--- config.mk ---
export PLATFORM = sky130hd
export DESIGN_NAME = hazard_ctrl
export DESIGN_NICKNAME = d
export VERILOG_FILES = /design/src/rtl/mips_pkg.sv /design/src/rtl/load_use_detect.sv /design/src/rtl/hazard_ctrl.sv
export SDC_FILE = /design/constraint.sdc
export NUM_CORES = 1
export LEC_CHECK = 0
export CORE_MARGIN = 2
export CORE_UTILIZATION = 30
export DETAILED_ROUTE_END_ITERATION = 10
export MAX_ROUTING_LAYER = met4
export PLACE_DENSITY_LB_ADDON = 0.3
export SETUP_SLACK_MARGIN = 0.05
export SLEW_MARGIN = 20
export SYNTH_ARGS = -nofsm -noshare
export SYNTH_HDL_FRONTEND = slang
export SYNTH_SLANG_ARGS = --single-unit
--- constraint.sdc ---
create_clock -name clk -period 3 [get_ports clk]
set_clock_uncertainty 0.2 [all_clocks]
set_input_delay 0.75 -clock clk [delete_from_list [all_inputs] [get_ports clk]]
set_output_delay 0.75 -clock clk [all_outputs]
set_load 0.03 [all_outputs]
--- src/rtl/mips_pkg.sv ---
// mips_pkg: opcode constants and hazard controller state encoding shared across the pipeline
package mips_pkg;
  localparam logic [5:0] OP_RTYPE = 6'b000000;
  localparam logic [5:0] OP_BEQ   = 6'b000100;
  localparam logic [5:0] OP_SW    = 6'b101011;
  localparam logic [5:0] OP_LW    = 6'b100011;
  typedef enum logic [1:0] {RUN, STALL, FREEZE} state_t;
endpackage

--- src/rtl/load_use_detect.sv ---
// load_use_detect: flags a decode-stage instruction that reads the register an EX-stage load is writing
module load_use_detect
  import mips_pkg::*;
(
  input  logic       id_valid,
  input  logic [5:0] id_opcode,
  input  logic [4:0] id_rs,
  input  logic [4:0] id_rt,
  input  logic       ex_memread,
  input  logic [4:0] ex_rt,
  output logic       hazard
);
  logic uses_rt;
  assign uses_rt = id_opcode == OP_RTYPE || id_opcode == OP_BEQ || id_opcode == OP_SW;
  assign hazard  = id_valid && ex_memread && ex_rt != 5'd0 &&
                   (ex_rt == id_rs || (ex_rt == id_rt && uses_rt));
endmodule

--- src/rtl/hazard_ctrl.sv ---
// hazard_ctrl: pipeline stall/flush/freeze control with optional perf counters (HAZARD_CTRL_PERF_EN)
module hazard_ctrl
  import mips_pkg::*;
#(
  parameter int STALL_CYCLES = 1
) (
  input  logic        clk,
  input  logic        rst,
  input  logic        id_valid,
  input  logic [5:0]  id_opcode,
  input  logic [4:0]  id_rs,
  input  logic [4:0]  id_rt,
  input  logic        ex_memread,
  input  logic [4:0]  ex_rt,
  input  logic        mem_branch_taken,
  input  logic        dmem_busy,
  output logic        pc_write,
  output logic        ifid_write,
  output logic        idex_write,
  output logic        exmem_write,
  output logic        idex_bubble,
  output logic        ifid_flush,
  output logic        idex_flush,
  output logic        exmem_flush,
  output logic [31:0] perf_stall,
  output logic [31:0] perf_flush
);
  localparam logic [2:0] CNT_INIT = STALL_CYCLES > 1 ? 3'(STALL_CYCLES - 2) : 3'd0;
  state_t     state_q, state_d, saved_q, saved_d, eff;
  logic [2:0] cnt_q, cnt_d;
  logic       hazard;
  load_use_detect u_detect (
    .id_valid  (id_valid),
    .id_opcode (id_opcode),
    .id_rs     (id_rs),
    .id_rt     (id_rt),
    .ex_memread(ex_memread),
    .ex_rt     (ex_rt),
    .hazard    (hazard)
  );
  // Leaving FREEZE resumes the saved state within the same cycle, so decisions use the effective state
  always_comb begin
    eff = state_q == FREEZE ? saved_q : state_q;
    state_d = state_q;
    saved_d = saved_q;
    cnt_d = cnt_q;
    {pc_write, ifid_write, idex_write, exmem_write} = 4'hF;
    {idex_bubble, ifid_flush, idex_flush, exmem_flush} = 4'h0;
    if (rst) begin
      {pc_write, ifid_write, idex_write, exmem_write} = 4'h0;
    end else if (mem_branch_taken) begin
      {ifid_flush, idex_flush, exmem_flush} = 3'b111;
      state_d = RUN;
      cnt_d = 3'd0;
    end else if (dmem_busy) begin
      {pc_write, ifid_write, idex_write, exmem_write} = 4'h0;
      state_d = FREEZE;
      saved_d = eff;
    end else if (eff == STALL || hazard) begin
      {pc_write, ifid_write} = 2'b00;
      idex_bubble = 1'b1;
      state_d = eff == STALL ? (cnt_q == 3'd0 ? RUN : STALL) : (STALL_CYCLES > 1 ? STALL : RUN);
      cnt_d = eff == STALL ? (cnt_q == 3'd0 ? 3'd0 : cnt_q - 3'd1) : CNT_INIT;
    end else begin
      state_d = RUN;
    end
  end
  // State, remaining stall count and pre-freeze state registers
  always_ff @(posedge clk) begin
    if (rst) begin
      state_q <= RUN;
      saved_q <= RUN;
      cnt_q <= 3'd0;
    end else begin
      state_q <= state_d;
      saved_q <= saved_d;
      cnt_q <= cnt_d;
    end
  end
`ifdef HAZARD_CTRL_PERF_EN
  logic [31:0] perf_stall_q, perf_flush_q;
  // Saturating event counters for bubble cycles and taken-branch flushes
  always_ff @(posedge clk) begin
    if (rst) begin
      perf_stall_q <= '0;
      perf_flush_q <= '0;
    end else begin
      perf_stall_q <= perf_stall_q + 32'(idex_bubble && perf_stall_q != '1);
      perf_flush_q <= perf_flush_q + 32'(mem_branch_taken && perf_flush_q != '1);
    end
  end
  assign perf_stall = perf_stall_q;
  assign perf_flush = perf_flush_q;
`else
  assign perf_stall = '0;
  assign perf_flush = '0;
`endif
endmodule

==> impl_metrics.prom <==
# TYPE chip_impl_metric gauge
chip_impl_metric{name="number_of_distinct_library_cells_after_synthesis",unit=""} 32
chip_impl_info{name="crit_path_start_kind",value="input pin"} 1
chip_impl_metric{name="die_h",unit="um"} 64.10
chip_impl_metric{name="cts.sink_count",unit=""} 7
chip_impl_metric{name="final-instance-count-excl-fill",unit=""} 226
chip_impl_metric{name="gpl.final_weighted_congestion",unit=""} 0.7766
chip_impl_info{name="violated_checks",value="setup timing"} 1
chip_impl_metric{name="finalCriticalPeriod",unit="ns"} 3.106
chip_impl_metric{name="fill_cells",unit=""} 376
chip_impl_metric{name="hpwl",unit="um"} 1571
chip_impl_metric{name="timing.final.hold_violations",unit=""} 0
chip_impl_metric{name="power_density",unit="nW/um2"} 284.3
chip_impl_metric{name="routed_wirelength",unit="um"} 1736
chip_impl_metric{name="synthesis.instances",unit=""} 135
chip_impl_metric{name="seq_power_share",unit=""} 0.246
chip_impl_info{name="cts.root.buffer_cell",value="sky130_fd_sc_hd__clkbuf_4"} 1
chip_impl_metric{name="ys_warn_count",unit=""} 0
chip_impl_metric{name="clock.fmax",unit="MHz"} 322.0
chip_impl_metric{name="ctsLongestPathBuffers",unit=""} 2
chip_impl_metric{name="clkSlewWorstSetupHoldPaths",unit="ns"} 0.05
chip_impl_metric{name="finalMaxSlewViolations",unit=""} 0
chip_impl_metric{name="areaGrowthSynthToFinish",unit="%"} 24.02
chip_impl_metric{name="required",unit="ns"} 2.05
chip_impl_metric{name="irDropWorstVdd",unit="uV"} 96.55
chip_impl_metric{name="vias",unit=""} 803
chip_impl_metric{name="multi_input_area",unit="um2"} 681.9
chip_impl_metric{name="grt_pass1_wl",unit="um"} 2663
chip_impl_metric{name="die_area",unit="um2"} 4109
chip_impl_info{name="cp-end-kind",value="output pin"} 1
chip_impl_metric{name="ant_nets",unit=""} 0
chip_impl_metric{name="ys_seq_elements",unit=""} 7
chip_impl_info{name="min_path_type",value="reg -> reg"} 1
chip_impl_metric{name="net-switching-power",unit="W"} 0.0001816
chip_impl_metric{name="grt_start_max_net_pins",unit=""} 6
chip_impl_metric{name="yosysSeqAreaShare",unit=""} 0.1293
chip_impl_metric{name="post_drt_via_cell_ratio",unit=""} 3.553
chip_impl_metric{name="antennaDiodeCount",unit=""} 0
chip_impl_metric{name="detail_route.drc_violations",unit=""} 0
chip_impl_metric{name="routed_wire_length_per_instance",unit="um"} 7.681
chip_impl_info{name="grt_setup_unrepaired",value="true"} 1
chip_impl_metric{name="comb_power_share",unit=""} 0.536
chip_impl_metric{name="post_synth_instance_area",unit="um2"} 1084
chip_impl_metric{name="final_net_count",unit=""} 210
chip_impl_metric{name="placement_rows",unit=""} 21
chip_impl_metric{name="worst_ep_arrival_time",unit="ns"} 2.16
chip_impl_metric{name="initial_core_util",unit=""} 0.3172
chip_impl_metric{name="cts_htree_levels",unit=""} 1
chip_impl_metric{name="worst_slack",unit="ns"} -0.1059
chip_impl_metric{name="first_global_vias",unit=""} 657
chip_impl_metric{name="floorplan.die.width",unit="um"} 64.10
chip_impl_metric{name="crit_path_max_fanout",unit=""} 5
chip_impl_metric{name="worst_hold_slack",unit="ns"} 0.2695
chip_impl_metric{name="setup_viol",unit=""} 3
chip_impl_metric{name="dpl.cell_count",unit=""} 221
chip_impl_metric{name="antenna_found_initial",unit=""} 0
chip_impl_metric{name="sw_frac_of_total",unit=""} 0.4754
chip_impl_metric{name="firstDrtPassIters",unit=""} 2
chip_impl_metric{name="final-seq-area",unit="um2"} 140.1
chip_impl_metric{name="numCtsBuffers",unit=""} 3
chip_impl_metric{name="final.period_utilization",unit=""} 1.035
chip_impl_metric{name="clock_power_share",unit=""} 0.218
chip_impl_metric{name="gr-total-overflow",unit=""} 0
chip_impl_info{name="run_status",value="finished, violations left"} 1
chip_impl_metric{name="number_of_buffer_cells_added_on_primary_ports",unit=""} 34
chip_impl_info{name="cts_tree",value="built"} 1
chip_impl_metric{name="drive_above_1_share",unit=""} 0.2500
chip_impl_info{name="setup.worst_path.class",value="in -> out"} 1
chip_impl_metric{name="static-leakage-power",unit="nW"} 0.6908
chip_impl_metric{name="core_area",unit="um2"} 3416
chip_impl_metric{name="clock_insertion_delay_worst_skew",unit="ns"} 0.24
chip_impl_metric{name="post_synth.cell_area_avg",unit="um2"} 8.026
chip_impl_metric{name="p_int",unit="W"} 0.0002004
chip_impl_metric{name="postLayoutCellArea",unit="um2"} 1344
chip_impl_metric{name="ios",unit=""} 99
chip_impl_metric{name="dpl_cell_area",unit="um2"} 1289
chip_impl_metric{name="max-cap-violations",unit=""} 0
chip_impl_metric{name="tot_gr_track_use",unit=""} 0.08053
chip_impl_metric{name="drt_iter0_drc",unit=""} 27
## cells by family after synthesis
family	synth area share
buffers and inverters	0.4954
adders and majority gates	0.02309
AOI/OAI and AO/OA	0.1143
DFF	0.1293
xor gates and xnor gates	0.08084
and+or+nand+nor	0.1536
other	0.003461
## placed cells by master, fill, tap and decap left out, types with 2 or more instances in the layout
cell type / synthesis / final
sky130_fd_sc_hd__dfxtp_1: 7 / 7
sky130_fd_sc_hd__buf_2: 0 / 2
sky130_fd_sc_hd__a21oi_1: 3 / 3
sky130_fd_sc_hd__and2b_2: 2 / 2
sky130_fd_sc_hd__ha_1: 2 / 2
sky130_fd_sc_hd__clkdlybuf4s15_1: 0 / 7
sky130_fd_sc_hd__conb_1: 1 / 64
sky130_fd_sc_hd__a31oi_1: 2 / 2
sky130_fd_sc_hd__or2_2: 2 / 2
sky130_fd_sc_hd__nor2_1: 7 / 7
sky130_fd_sc_hd__dlygate4sd2_1: 0 / 5
sky130_fd_sc_hd__xnor2_1: 3 / 2
sky130_fd_sc_hd__xor2_1: 7 / 7
sky130_fd_sc_hd__dlymetal6s2s_1: 0 / 2
sky130_fd_sc_hd__clkbuf_4: 0 / 3
sky130_fd_sc_hd__o21ai_0: 3 / 2
sky130_fd_sc_hd__a2111oi_2: 2 / 2
sky130_fd_sc_hd__nor3_1: 2 / 2
sky130_fd_sc_hd__or4_4: 0 / 2
sky130_fd_sc_hd__inv_1: 4 / 4
sky130_fd_sc_hd__buf_4: 69 / 17
sky130_fd_sc_hd__clkdlybuf4s50_1: 0 / 7
sky130_fd_sc_hd__buf_6: 0 / 6
## routing by layer
layer / wire length, um / up-vias / track usage
met1: 605 / 353 / 0.09003
met5: 0 / - / -
met4: 0 / 0 / 0.02394
met3: 171 / 0 / 0.01585
met2: 959 / 47 / 0.1445
li1: - / 403 / -
## worst paths after layout
kind,slack [ns],endpoint,from,cells past startpoint
max,-0.11,idex_bubble,ex_rt[3],8
min,0.27,saved_q[0],saved_q[0],2
max reg2reg,1.25,cnt_q[2],state_q[0],5
min reg2reg,0.27,saved_q[0],saved_q[0],2
## registers in the layout, indices dropped and copies added (netlist names)
| register | count |
|---|---|
| state_q | 2 |
| saved_q | 2 |
| cnt_q | 3 |
## timing repair
item,in CTS,in global routing
setup endpoints to repair,3,3
gates resized for setup,44,7
pin swaps,13,10
buffers inserted,0,1
hold buffers,0,0
## power by group through the flow
stage               Clock (W)  Combinational (W)  Sequential, W
floorplan                   0           0.000212      0.0000958
global placement            0           0.000206      0.0000959
detailed placement          0           0.000206      0.0000959
CTS                 0.0000873           0.000204      0.0000939
global route        0.0000961           0.000216      0.0000939
finish              0.0000832           0.000205      0.0000939
## through the flow
step                      setup TNS, ns  total power (W)  worst slack [ns]    util
after floorplan                -0.07201        0.0003076          -0.07201       -
after global placement           -1.406        0.0003023           -0.4866  0.3773
after detailed placement         -1.436        0.0003016           -0.4954  0.3773
after CTS                       -0.5047        0.0003848           -0.1768  0.3883
after global routing            -0.4893        0.0004064           -0.1693  0.3934
final                           -0.2889        0.0003821           -0.1059  0.3934
## layout make-up
class,count,share of cell area
multi-input cells,117,0.5074
repair buffers,47,0.3119
flip-flops and latches,7,0.1043
well taps,46,0.04283
clock buffers,4,0.01955
inverters,5,0.01397
## synth_stat cells (all sizes together)
library cell | n | area, um2
a2111oi | 2 | 30.03
or2 | 2 | 12.51
nor2 | 7 | 26.28
nand4b | 1 | 8.760
nand3 | 2 | 15.01
buf | 69 | 518.0
nor3 | 2 | 10.01
and4bb | 1 | 12.51
o21bai | 1 | 7.510
a21oi | 4 | 31.28
a211oi | 1 | 7.510
and3 | 1 | 6.260
xor2 | 7 | 61.31
nor2b | 1 | 6.260
dfxtp | 7 | 140.1
xnor2 | 3 | 26.28
o21ai | 3 | 15.01
and2b | 2 | 17.52
ha | 2 | 25.02
inv | 5 | 18.76
nor4 | 1 | 12.51
o31ai | 1 | 7.510
and2 | 1 | 6.260
conb | 1 | 3.750
o211ai | 1 | 12.51
nand4 | 1 | 6.260
a31oi | 2 | 12.51
or4 | 3 | 22.52
nand2 | 1 | 3.750
## critical path: stages
cell and delay, ns:
sky130_fd_sc_hd__buf_2 0.10, sky130_fd_sc_hd__buf_4 0.13, sky130_fd_sc_hd__xnor2_1 0.12, sky130_fd_sc_hd__nand3_1 0.10
sky130_fd_sc_hd__or4_4 0.50, sky130_fd_sc_hd__nand3_4 0.14, sky130_fd_sc_hd__and3_4 0.19, sky130_fd_sc_hd__buf_6 0.12
Power figures use the tool's default switching activity.
